**config.mk**
```make
export PLATFORM = sky130hd
export DESIGN_NAME = ucore_port_ctrl
export DESIGN_NICKNAME = d
export VERILOG_FILES = /design/src/rtl/ucore_port_ctrl.sv
export SDC_FILE = /design/constraint.sdc
export NUM_CORES = 1
export LEC_CHECK = 0
export BUFFER_PORTS_ARGS = -buffer_cell sky130_fd_sc_hd__buf_2
export CAP_MARGIN = 30
export CORE_AREA = 4 4 87 89
export CTS_BUF_LIST = sky130_fd_sc_hd__clkbuf_8 sky130_fd_sc_hd__clkbuf_16
export DETAILED_ROUTE_END_ITERATION = 10
export DIE_AREA = 0 0 91 93
export GPL_ROUTABILITY_DRIVEN = 0
export HOLD_SLACK_MARGIN = 0.08
export PLACE_DENSITY = 0.71
export SLEW_MARGIN = 5
export SYNTH_ARGS = -nofsm -noshare
export SYNTH_HDL_FRONTEND = slang
export SYNTH_SLANG_ARGS = --single-unit
```
**constraint.sdc**
```tcl
create_clock -name clk -period 2.88 [get_ports clk]
set_input_delay 0 -clock clk [delete_from_list [all_inputs] [get_ports clk]]
set_output_delay 0 -clock clk [all_outputs]
set_load 0.03 [all_outputs]
```
**src/rtl/ucore_port_ctrl.sv**
```systemverilog
// rtl/ucore_port_ctrl.sv - core request channel to NCH one-hot peripheral ports
// Adds an ack timeout with error response and merged edge-latched channel interrupts.
module ucore_port_ctrl #(
  parameter int NCH = 8,
  parameter int DW = 8,
  parameter int TIMEOUT = 255,
  localparam int CW = (NCH > 1) ? $clog2(NCH) : 1
) (
  input  logic          clk,
  input  logic          areset,
  input  logic          core_req_valid,
  output logic          core_req_ready,
  input  logic          core_req_rnw,
  input  logic [CW-1:0] core_req_chan,
  input  logic [DW-1:0] core_req_wdata,
  output logic          core_rsp_valid,
  output logic [DW-1:0] core_rsp_rdata,
  output logic          core_rsp_err,
  input  logic [NCH-1:0] irq_mask,
  input  logic [NCH-1:0] irq_clr,
  output logic [NCH-1:0] irq_pending,
  output logic          core_irq,
  output logic [NCH-1:0] port_rcen,
  output logic [NCH-1:0] port_wcen,
  output logic [DW-1:0] port_wdata,
  input  logic [DW-1:0] port_rdata,
  input  logic          port_rack,
  input  logic          port_wack,
  input  logic [NCH-1:0] port_irq
);
  localparam int TW = (TIMEOUT < 2) ? 1 : $clog2(TIMEOUT + 1);

  typedef enum logic [1:0] {IDLE, READ, WRITE, RESP} state_t;

  state_t         state_q, state_d;
  logic           ready_q, ready_d;
  logic           rsp_valid_q, rsp_valid_d;
  logic [DW-1:0]  rsp_rdata_q, rsp_rdata_d;
  logic           rsp_err_q, rsp_err_d;
  logic [NCH-1:0] rcen_q, rcen_d;
  logic [NCH-1:0] wcen_q, wcen_d;
  logic [DW-1:0]  wdata_q, wdata_d;
  logic [TW-1:0]  cnt_q, cnt_d;
  logic [NCH-1:0] irq_prev_q, irq_prev_d;
  logic [NCH-1:0] pending_q, pending_d;
  logic           core_irq_q, core_irq_d;

  logic           accept;
  logic           chan_ok;
  logic           ack;
  logic           tmo;
  logic [NCH-1:0] chan_onehot;
  logic [TW-1:0]  cnt_inc;

  always_comb begin
    accept      = core_req_valid & ready_q;
    chan_ok     = {{(32-CW){1'b0}}, core_req_chan} < NCH;
    chan_onehot = {{(NCH-1){1'b0}}, 1'b1} << core_req_chan;
    ack         = ((state_q == READ) & port_rack) | ((state_q == WRITE) & port_wack);
    cnt_inc     = cnt_q + 1'b1;
    // Timeout fires on the cycle the counter would step onto TIMEOUT; ack has priority.
    tmo         = (TIMEOUT != 0) && (cnt_inc == TW'(TIMEOUT));

    state_d     = state_q;
    ready_d     = 1'b0;
    rsp_valid_d = 1'b0;
    rsp_rdata_d = '0;
    rsp_err_d   = 1'b0;
    rcen_d      = rcen_q;
    wcen_d      = wcen_q;
    wdata_d     = wdata_q;
    cnt_d       = cnt_q;

    case (state_q)
      IDLE: begin
        ready_d = 1'b1;
        if (accept) begin
          ready_d = 1'b0;
          cnt_d   = '0;
          if (!chan_ok) begin
            state_d     = RESP;
            rsp_valid_d = 1'b1;
            rsp_err_d   = 1'b1;
          end else if (core_req_rnw) begin
            state_d = READ;
            rcen_d  = chan_onehot;
          end else begin
            state_d = WRITE;
            wcen_d  = chan_onehot;
            wdata_d = core_req_wdata;
          end
        end
      end
      READ, WRITE: begin
        if (ack || tmo) begin
          state_d     = RESP;
          rsp_valid_d = 1'b1;
          rsp_err_d   = !ack;
          rsp_rdata_d = (ack && state_q == READ) ? port_rdata : '0;
          rcen_d      = '0;
          wcen_d      = '0;
          wdata_d     = '0;
        end else if (TIMEOUT != 0) begin
          cnt_d = cnt_inc;
        end
      end
      RESP: begin
        state_d = IDLE;
        ready_d = 1'b1;
      end
      default: state_d = IDLE;
    endcase

    irq_prev_d = port_irq;
    pending_d  = (pending_q & ~irq_clr) | (port_irq & ~irq_prev_q);
    core_irq_d = |(pending_q & irq_mask);
  end

  always_ff @(posedge clk or posedge areset) begin
    if (areset) begin
      state_q     <= IDLE;
      ready_q     <= 1'b0;
      rsp_valid_q <= 1'b0;
      rsp_rdata_q <= '0;
      rsp_err_q   <= 1'b0;
      rcen_q      <= '0;
      wcen_q      <= '0;
      wdata_q     <= '0;
      cnt_q       <= '0;
      irq_prev_q  <= '0;
      pending_q   <= '0;
      core_irq_q  <= 1'b0;
    end else begin
      state_q     <= state_d;
      ready_q     <= ready_d;
      rsp_valid_q <= rsp_valid_d;
      rsp_rdata_q <= rsp_rdata_d;
      rsp_err_q   <= rsp_err_d;
      rcen_q      <= rcen_d;
      wcen_q      <= wcen_d;
      wdata_q     <= wdata_d;
      cnt_q       <= cnt_d;
      irq_prev_q  <= irq_prev_d;
      pending_q   <= pending_d;
      core_irq_q  <= core_irq_d;
    end
  end

  assign core_req_ready = ready_q;
  assign core_rsp_valid = rsp_valid_q;
  assign core_rsp_rdata = rsp_rdata_q;
  assign core_rsp_err   = rsp_err_q;
  assign irq_pending    = pending_q;
  assign core_irq       = core_irq_q;
  assign port_rcen      = rcen_q;
  assign port_wcen      = wcen_q;
  assign port_wdata     = wdata_q;

endmodule

```
==> results of run 1 <==
==> power breakdown <==
part	leakage, nW	switching, mW	internal, mW	total, mW
registers	0.803	0.146	1.09	1.24
logic	1.09	1.04	0.606	1.65
clock network	0.120	0.361	0.577	0.939
==> synth_stat cells, drive strengths merged (4+ instances only) <==
library cell,n
a22o,14
inv,22
nor2,9
o22ai,8
nand3,7
ha,6
nor4,4
a21oi,4
a22oi,5
and2,9
dfrtp,62
o21ai,9
nand2,20
buf,4
==> metal layers <==
| layer | GRT usage | vias to the layer above | part of all wire |
|---|---|---|---|
| met5 | 0 | - | 0 |
| met4 | 0.0641 | 0 | 0.016 |
| met3 | 0.0402 | 9 | 0.052 |
| met2 | 0.266 | 63 | 0.50 |
| met1 | 0.192 | 1060 | 0.44 |
| li1 | - | 1101 | - |
==> state kept, by name, indices dropped and copies added (netlist names) <==
name            count
core_rsp_err        1
irq_prev_q          8
port_wcen           8
port_rcen           8
port_wdata          8
core_irq            1
core_rsp_rdata      8
irq_pending         8
cnt_q               8
core_req_ready      1
state_q             2
core_rsp_valid      1
==> worst min path at each step <==
stage,slack [ps],startpoint,to,cells past startpoint
2_1_floorplan,30,port_irq[0],irq_prev_q[0],0
3_3_place_gp,120,port_irq[0],irq_prev_q[0],1
3_5_place_dp,120,port_irq[0],irq_prev_q[0],1
4_1_cts,80,port_rack,core_rsp_valid,3
5_1_grt,270,core_req_valid,core_req_ready,5
6_report,200,core_req_valid,core_req_ready,5
==> through the flow <==
| step | setup WS (ps) | power [mW] | util |
|---|---|---|---|
| final | 628 | 3.83 | 0.572 |
| after global routing | 535 | 4.06 | 0.572 |
| after detailed placement | 651 | 2.86 | 0.474 |
| after CTS | 648 | 3.86 | 0.571 |
| after floorplan | 859 | 2.48 | - |
| after global placement | 728 | 2.83 | 0.474 |
==> timing repair <==
| item | CTS | global route |
|---|---|---|
| endpoints found under the hold margin | 78 | 1 |
| buffers inserted | 0 | 0 |
| hold buffers | 41 | 1 |
| setup endpoints to repair | 0 | 0 |
==> cell families (layout without fill, tap and decap cells) <==
family | after synthesis | in the layout | synth area share
AOI/OAI and AO/OA | 60 | 60 | 0.180
buffers and inverters | 28 | 174 | 0.0478
and+or+nand+nor | 68 | 68 | 0.135
adders and majority gates | 6 | 6 | 0.0281
muxes | 5 | 5 | 0.0225
xor gates and xnor gates | 2 | 2 | 0.00656
DFF | 62 | 62 | 0.581
==> critical path, cell delays in order, from the launching register on <==
cell and delay (ps):
dfrtp_1 440, ha_1 280, or3_1 390, a31oi_1 310, o211a_4 260, o21bai_4 170
a22o_2 300
==> layout make-up <==
class / instances / area [um^2]
clock buffers: 9 / 124
repair buffers: 136 / 896
multi-input cells: 141 / 993
fillers: 598 / 2890
flip-flops and latches: 62 / 1550
inverters: 22 / 82.6
well taps: 80 / 100
clock inverters: 7 / 120
==> results.md, run 1 <==
* First-pass GRT wire length at roughly 11,000 um
* Final hold vios at 0
* Resized cells post-CTS at 0
* Fin nets at 427
* Initial antenna violation count at 0
* Reg clk slew, reported paths at 80 ps
* Synth warn at 0
* Top-area cell type share of the netlist area at 0.581
* Post-synthesis sequential area ratio at 0.581
* Crit path kind: register to register
* Leading cell types in the layout, fill and taps excluded: 92 x buf_2, 62 x dfrtp_1, 42 x dlygate4sd3_1, 21 x inv_1, 19 x nand2_1
* Drt total wl at 6570 um
* CP required at 3110 ps
* VDD IR max at about 0.55 mV
* Tmin final at 2250 ps
* Post-Route Setup TNS at 0 ps
* Vias in the first global route at 2,216
* Dpl cell area at between 3000 and 4000 um^2
* Via density per instance at a little under 5
* Worst reg-to-reg setup slack at 630 ps
* Dpl cells at 399
* Outcome: finished, final reports clean
* Drt pass-1 iters at 4
* Synth unique cells at 43
* Syn_nets at approximately 290
* CP Launch Type: register
* Lkg Pwr at 2.01 nW
* Largest net degree at the start of global routing at 39
* Leading area contributor after synthesis: dfrtp_1
* DR iter-0 viols at 115
* PwrDens at 990 nW/um^2
* Slew Viols, Final at 0
* DP HPWL at 4430 um
* Main synth FF type: dfrtp_1
* Boundary pin count at 93
* Commonest non-fill, non-tap cell in the layout: buf_2
* GRT overflow at 0
* Leading post-synthesis cells by cell area: dfrtp_1 58%, inv_1 3.1%, a22o_1 2.9%, ha_1 2.8%, nand2_1 2.7%
* Worst path arrival time at 2480 ps
* Number of synthesized flops with an enable pin at 0
* Via count at 2,233
* Die X at 91 um
* Crit path capture: port_wcen[5]
* Worst R2R Start: cnt_q[0]
* Slew margin rel. at 0.479
* Syn avg cell area at 11.6 um^2
* RSZ-0062 raised after global routing: false
* IO Port Bufs at 92
* Design Area, Final at 3870 um^2
* CTS tree: done
* Least-Margin Pin Slew at 780 ps
* Crit. End Element: register
* Cell Rows at 30
* Fraction of the cycle the final worst path needs at 0.782
* Diodes inserted at 0
* Asr flop ratio synth at 1.00
* Total global-route track usage at 0.157
* Worst hold slack at roughly 200 ps
* Post-route insts no fill at 457
* Fin Clk Skew at ~10 ps
* H-tree Lvls at 3
* Max Clk Rate at around 440 MHz
* Cts bufs inserted at 9
* Synth-to-Final Area Change at 44.7%
* Root Driver: clkbuf_8
* Synthesized area at 2670 um^2
* Synth Register Bits at 62
* Residual DRC at 0
* Critical Path Start: cnt_q[0]
* Die area at approximately 8500 um^2
* Die height at 93 um
* # setup viols final at 0
* R2R Path End: port_wcen[5]
* Worst-path maximum fanout at 17
* Worst-Skew Late Latency at about 340 ps
* Share of cells above drive strength 1 at 0.347
* Routed len/inst at 14.4 um
* Maximum clock path buffer count at 2
* Post-Syn Instances at approximately 230
* Clock sink total at 62
* Initial Util at 0.396
* Register-to-Register Path Depth at 6
* Hold WC Path Type: primary input to register
* Max cap viols at 0
* Antenna-violating nets left at 0
* Core Box Area at 6760 um^2
No activity file was read; power rests on OpenSTA's default activity.
==> run 2: changes to the inputs <==
--- a/config.mk
+++ b/config.mk
@@ -13,7 +13,7 @@
 export DIE_AREA = 0 0 91 93
 export GPL_ROUTABILITY_DRIVEN = 0
 export HOLD_SLACK_MARGIN = 0.08
-export PLACE_DENSITY = 0.71
+export PLACE_DENSITY = 0.74
 export SLEW_MARGIN = 5
 export SYNTH_ARGS = -nofsm -noshare
 export SYNTH_HDL_FRONTEND = slang
==> constraint.sdc (replaced) <==
create_clock -name clk -period 2 [get_ports clk]
set_input_delay 0 -clock clk [delete_from_list [all_inputs] [get_ports clk]]
set_output_delay 0 -clock clk [all_outputs]
set_load 0.03 [all_outputs]
==> results.md, run 2 (synthesized netlist as in run 1, its figures left out) <==
* Share of cells above drive strength 1 at 0.403
* CTS tree: done
* Drt total wl at 6760 um
* Cell Rows at 30
* IO Port Bufs at between 90 and 100
* # setup viols final at 0
* Outcome: finished, final reports clean
* GRT busiest layer: met2
* Worst hold slack at around 80 ps
* Slew Viols, Final at 0
* Worst-path maximum fanout at 9
* Fin nets at around 440
* Root Driver: clkbuf_8
* Leading cell types in the layout, fill and taps excluded: 92 x buf_2, 60 x dfrtp_1, 40 x dlygate4sd3_1, 21 x inv_1, 19 x nand2_1
* H-tree Lvls at 3
* CP required at 2220 ps
* GR Util met3 at 0.0418
* Max cap viols at 0
* First-pass GRT wire length at 11,400 um
* Least-Margin Pin Slew at 616 ps
* Met2 usage at 0.284
* Clock sink total at 62
* Crit path kind: register to register
* DR iter-0 viols at 104
* Largest net degree at the start of global routing at 32
* Routed len/inst at 14.3 um
* Fraction of the cycle the final worst path needs at 0.999
* Tmin final at 2000 ps
* Hold WC Path Type: primary input to register
* Cts bufs inserted at 9
* Die area at 8460 um^2
* Commonest non-fill, non-tap cell in the layout: buf_2
* Diodes inserted at 0
* CP Launch Type: register
* Slew margin rel. at 0.589
* PwrDens at 1400 nW/um^2
* Via density per instance at 4.96
* Initial Util at 0.396
* Boundary pin count at 93
* Maximum clock path buffer count at 2
* Post-Route Setup TNS at 0 ps
* RSZ-0062 raised after global routing: true
* Initial antenna violation count at 0
* VDD IR max at 0.873 mV
* Worst-Skew Late Latency at ~340 ps
* Vias in the first global route at 2,397
* Core Box Area at 6760 um^2
* Via count at roughly 2,300
* Utilization after layout at 0.585
* Drt pass-1 iters at 4
* DP HPWL at 4710 um
* Reg clk slew, reported paths at 70 ps
* Antenna-violating nets left at 0
* Total global-route track usage at 0.169
* Die X at around 91 um
* Worst path arrival time at 2220 ps
* Lkg Pwr at 2.05 nW
* Synth-to-Final Area Change at 47.8%
* GRT overflow at 0
* Final hold vios at 0
* Fin Clk Skew at 9.46 ps
* Max Clk Rate at 501 MHz
* Met1 Use GR at 0.218
* Dpl cells at slightly above 400
* Crit. End Element: register
* Die height at 93 um
* Post-route insts no fill at 472
* Residual DRC at 0
[run 2: cell count changes in the layout (fill, tap and decap cells not counted), moves of 3 or more]
cell / delta
buf_4: +16
bufinv_16: -3
nor2_1: -3
nor2_2: +3
o21ai_0: -3
o21ai_1: +3
[run 2: path summary, 6_finish.rpt]
path	start	to	slack (ps)	cells after the start
hold reg to reg	irq_prev_q[3]	irq_pending[3]	420	1
setup reg to reg	cnt_q[0]	port_rcen[0]	2	6
max in group asynchronous	areset	irq_prev_q[4]	1030	4
hold / removal	port_wack	core_rsp_valid	80	3
min in group asynchronous	areset	cnt_q[3]	290	3
setup / recovery	cnt_q[0]	port_rcen[0]	2	6
[run 2: through the flow]
stage          total power, mW  worst slack, ps  area (um^2)
2_1_floorplan             3.57             12.0         2680
3_3_place_gp              4.31             16.6         3320
3_5_place_dp              4.36            -41.4         3320
4_1_cts                   5.50            -4.59         3920
5_1_grt                   5.91            -60.9         3950
6_report                  5.54             2.06         3950
[run 2: timing repair]
item / CTS / global route
cloned: 1 / 0
hold endpoints to repair: 70 / 0
pin swaps: 3 / 3
endpoints found under the setup margin: 8 / 30
setup buffers: 0 / 2
resized for setup: 4 / 8
hold buffers: 40 / 0
[run 2: final cells by class]
cell class                 count  area (um^2)
tap                           80          100
multi-input combinational    142         1030
sequential                    62         1550
fill                         563         2810
clock buffer                  10          138
inverter                      22         82.6
clock inverter                 6         46.3
timing repair buffer         150          996
[run 2: critical path: stages, from the launching register on]
cell	delay, ps
dfrtp_1	390
ha_2	220
and3_2	190
and3_2	220
o211a_4	290
o21bai_4	250
mux2_4	330
[run 2: per-layer routing]
metal	wire (um)	up-vias
met3	364	7
met5	0	-
met1	3050	1121
li1	-	1138
met2	3270	73
met4	78	0
[run 2: power by group]
part           switching, mW  leakage, nW  total, mW  internal, mW
combinational           1.64         1.16       2.76          1.12
clock                  0.523       0.0889       1.01         0.489
sequential             0.194        0.800       1.77          1.58
total                   2.35         2.05       5.54          3.19
==> run 3: changes to the inputs <==
--- a/config.mk
+++ b/config.mk
@@ -5,15 +5,17 @@
 export SDC_FILE = /design/constraint.sdc
 export NUM_CORES = 1
 export LEC_CHECK = 0
+export ABC_AREA = 1
 export BUFFER_PORTS_ARGS = -buffer_cell sky130_fd_sc_hd__buf_2
 export CAP_MARGIN = 30
-export CORE_AREA = 4 4 87 89
+export CORE_AREA = 4 4 89 91
 export CTS_BUF_LIST = sky130_fd_sc_hd__clkbuf_8 sky130_fd_sc_hd__clkbuf_16
 export DETAILED_ROUTE_END_ITERATION = 10
-export DIE_AREA = 0 0 91 93
+export DIE_AREA = 0 0 93 95
 export GPL_ROUTABILITY_DRIVEN = 0
 export HOLD_SLACK_MARGIN = 0.08
-export PLACE_DENSITY = 0.74
+export PLACE_DENSITY = 0.73
+export REMOVE_ABC_BUFFERS = 1
 export SLEW_MARGIN = 5
 export SYNTH_ARGS = -nofsm -noshare
 export SYNTH_HDL_FRONTEND = slang
==> results.md, run 3 <==
* Outcome: finished, final reports clean
* Post-synthesis sequential area ratio at 0.550
* RSZ-0062 raised after global routing: false
* Share of cells above drive strength 1 at 0.277
* Worst reg-to-reg setup slack at roughly 150 ps
* Worst R2R Start: state_q[0]
* HP Start: core_req_valid
* Least-Margin Pin Slew at ~550 ps
* Cell Rows at 31
* Maximum clock path buffer count at 2
* Crit. End Element: register
* Lkg Pwr at ~2.3 nW
* Tmin final at 1850 ps
* Commonest non-fill, non-tap cell in the layout: nand2_1
* Hold WC Path Type: primary input to register
* GRT overflow at 0
* Fraction of the cycle the final worst path needs at 0.926
* Drt pass-1 iters at 4
* Via count at 2,796
* Core Box Area at 7140 um^2
* First-pass GRT wire length at 12,800 um
* Fin nets at 538
* Dpl cells at 525
* CTS tree: done
* # setup viols final at 0
* Final hold vios at 0
* Count leader, synth: nand2_1
* IO Port Bufs at 92
* Hold Path End: core_req_ready
* Die area at 8840 um^2
* Total power at about 5.5 mW
* Leading post-synthesis cells by cell area: dfrtp_1 55%, nand2_1 13%, inv_1 6.1%, nor2_1 5.7%, nand4_1 5.5%
* Synth Area in Adders at 0.0266
* Compound-cell area share of the yosys netlist at 0.0422
* Antenna-violating nets left at 0
* Utilization after layout at 0.575
* Max Clk Rate at between 500 and 600 MHz
* Total global-route track usage at 0.185
* Simple-Gate Fraction of Synth Area at 0.299
* Root Driver: clkbuf_8
* Slew margin rel. at 0.631
* Leading area contributor after synthesis: dfrtp_1
* Asr flop ratio synth at 1.00
* Slew Viols, Final at 0
* Mux share of post-synthesis cell area at 0
* Drt total wl at roughly 8000 um
* Hold Crit Depth at 5
* DP HPWL at around 5200 um
* DR iter-0 viols at 136
* Vias in the first global route at 2,687
* Clock sink total at slightly above 60
* Initial antenna violation count at 0
* Worst-Skew Late Latency at 340 ps
* Initial Util at 0.395
* CP required at 2230 ps
* Main synth FF type: dfrtp_1
* CP Launch Type: register
* H-tree Lvls at 3
* Synth warn at 0
* Largest net degree at the start of global routing at 39
* Synth unique cells at 28
* Reg clk slew, reported paths at 70 ps
* Syn avg cell area at 8.49 um^2
* Synthesized area at between 2000 and 3000 um^2
* Worst-path maximum fanout at 9
* Boundary pin count at 93
* Main combinational cell family by area after synthesis: simple AND/OR/NAND/NOR gates
* Post-route insts no fill at about 590
* VDD IR max at 0.560 mV
* Diodes inserted at 0
* Max cap viols at 0
* Crit path kind: register to register
* Commonest cells post-synth: 98 x nand2_1, 62 x dfrtp_1, 46 x inv_1, 43 x nor2_1, 25 x nand4_1
* Die X at about 93 um
* Cts bufs inserted at 9
* Xor and xnor area share after synthesis at 0
* Worst path arrival time at 2080 ps
* Fin Clk Skew at between 8 and 9 ps
* Die height at 95 um
* Synth Register Bits at 62
* PwrDens at ~1300 nW/um^2
* Leading cell types in the layout, fill and taps excluded: 98 x nand2_1, 92 x buf_2, 61 x dfrtp_1, 47 x inv_1, 43 x nor2_1
* Routed len/inst at 13.6 um
* Via density per instance at 4.76
* Number of synthesized flops with an enable pin at 0
* Synth-to-Final Area Change at 45.5%
* Residual DRC at 0
* Post-Syn Instances at 332
* R2R Path End: port_rcen[3]
* Top-area cell type share of the netlist area at 0.550
* Register-to-Register Path Depth at 10
run 3: changes by cell type in the layout (fill, tap and decap cells not counted), moves of 8 or more:
cell,previous run,this run
nor2_1,6,43
inv_1,21,47
and2_1,9,0
nand2_1,19,98
nand3_1,6,14
a22o_1,9,1
nand4_1,3,25
run 3: worst max-delay path, cell delays in order (launching register included):
cell	delay, ps
dfrtp_1	410
inv_1	90
ha_1	250
inv_1	120
a21oi_1	80
buf_4	150
a21oi_2	170
and2_4	190
nand2_2	120
nand2_1	110
nand2_1	60
run 3: per-layer routing:
| metal | part of all wire | GRT usage | vias up |
|---|---|---|---|
| met5 | 0 | 0 | - |
| met3 | 0.091 | 0.0669 | 24 |
| met2 | 0.45 | 0.289 | 109 |
| li1 | - | - | 1364 |
| met1 | 0.43 | 0.225 | 1299 |
| met4 | 0.033 | 0.0965 | 0 |
run 3: cells by family (layout without fill, tap and decap cells):
family                   count (synthesis)  in the layout
AND/OR/NAND/NOR                        191            192
flip-flops                              62             62
buffers and inverters                   56            211
AO/OA/AOI/OAI                           17             17
adder cells (fa/ha/maj)                  6              6
run 3: worst max path at each step:
stage,start,endpoint
after floorplan,state_q[0],port_rcen[0]
after global placement,cnt_q[1],port_wdata[4]
after detailed placement,cnt_q[1],port_wdata[7]
after CTS,cnt_q[1],port_wdata[7]
after global routing,cnt_q[1],port_rcen[3]
final,state_q[0],port_rcen[3]
run 3: area by class of cell:
type / count / area, um^2
well taps: 99 / 124
clock inverters: 6 / 30.0
multi-input cells: 215 / 1080
clock buffers: 10 / 138
fillers: 595 / 3040
repair buffers: 148 / 1000
inverters: 47 / 176
flip-flops and latches: 62 / 1550
run 3: power breakdown:
group          internal (mW)  leakage [nW]  switching [mW]
clock                  0.467        0.0944           0.469
combinational          0.938          1.41            1.89
sequential              1.52         0.809           0.164
total                   2.93          2.32            2.52
run 3: timing repair:
action,in CTS,in global routing
endpoints found under the hold margin,64,0
setup buffers,0,3
hold buffers,42,0
setup endpoints to repair,0,33
gates resized for setup,0,8
run 3: stage by stage:
step                setup slack (ps)  setup TNS, ps  hold slack, ps  cell area [um^2]
floorplan                       -145          -2420            31.4              2770
global placement                 182              0            81.4              3440
detailed placement               125              0            83.5              3440
CTS                              102              0             102              4030
global route                    6.09              0             145              4100
finish                           148              0             118              4100
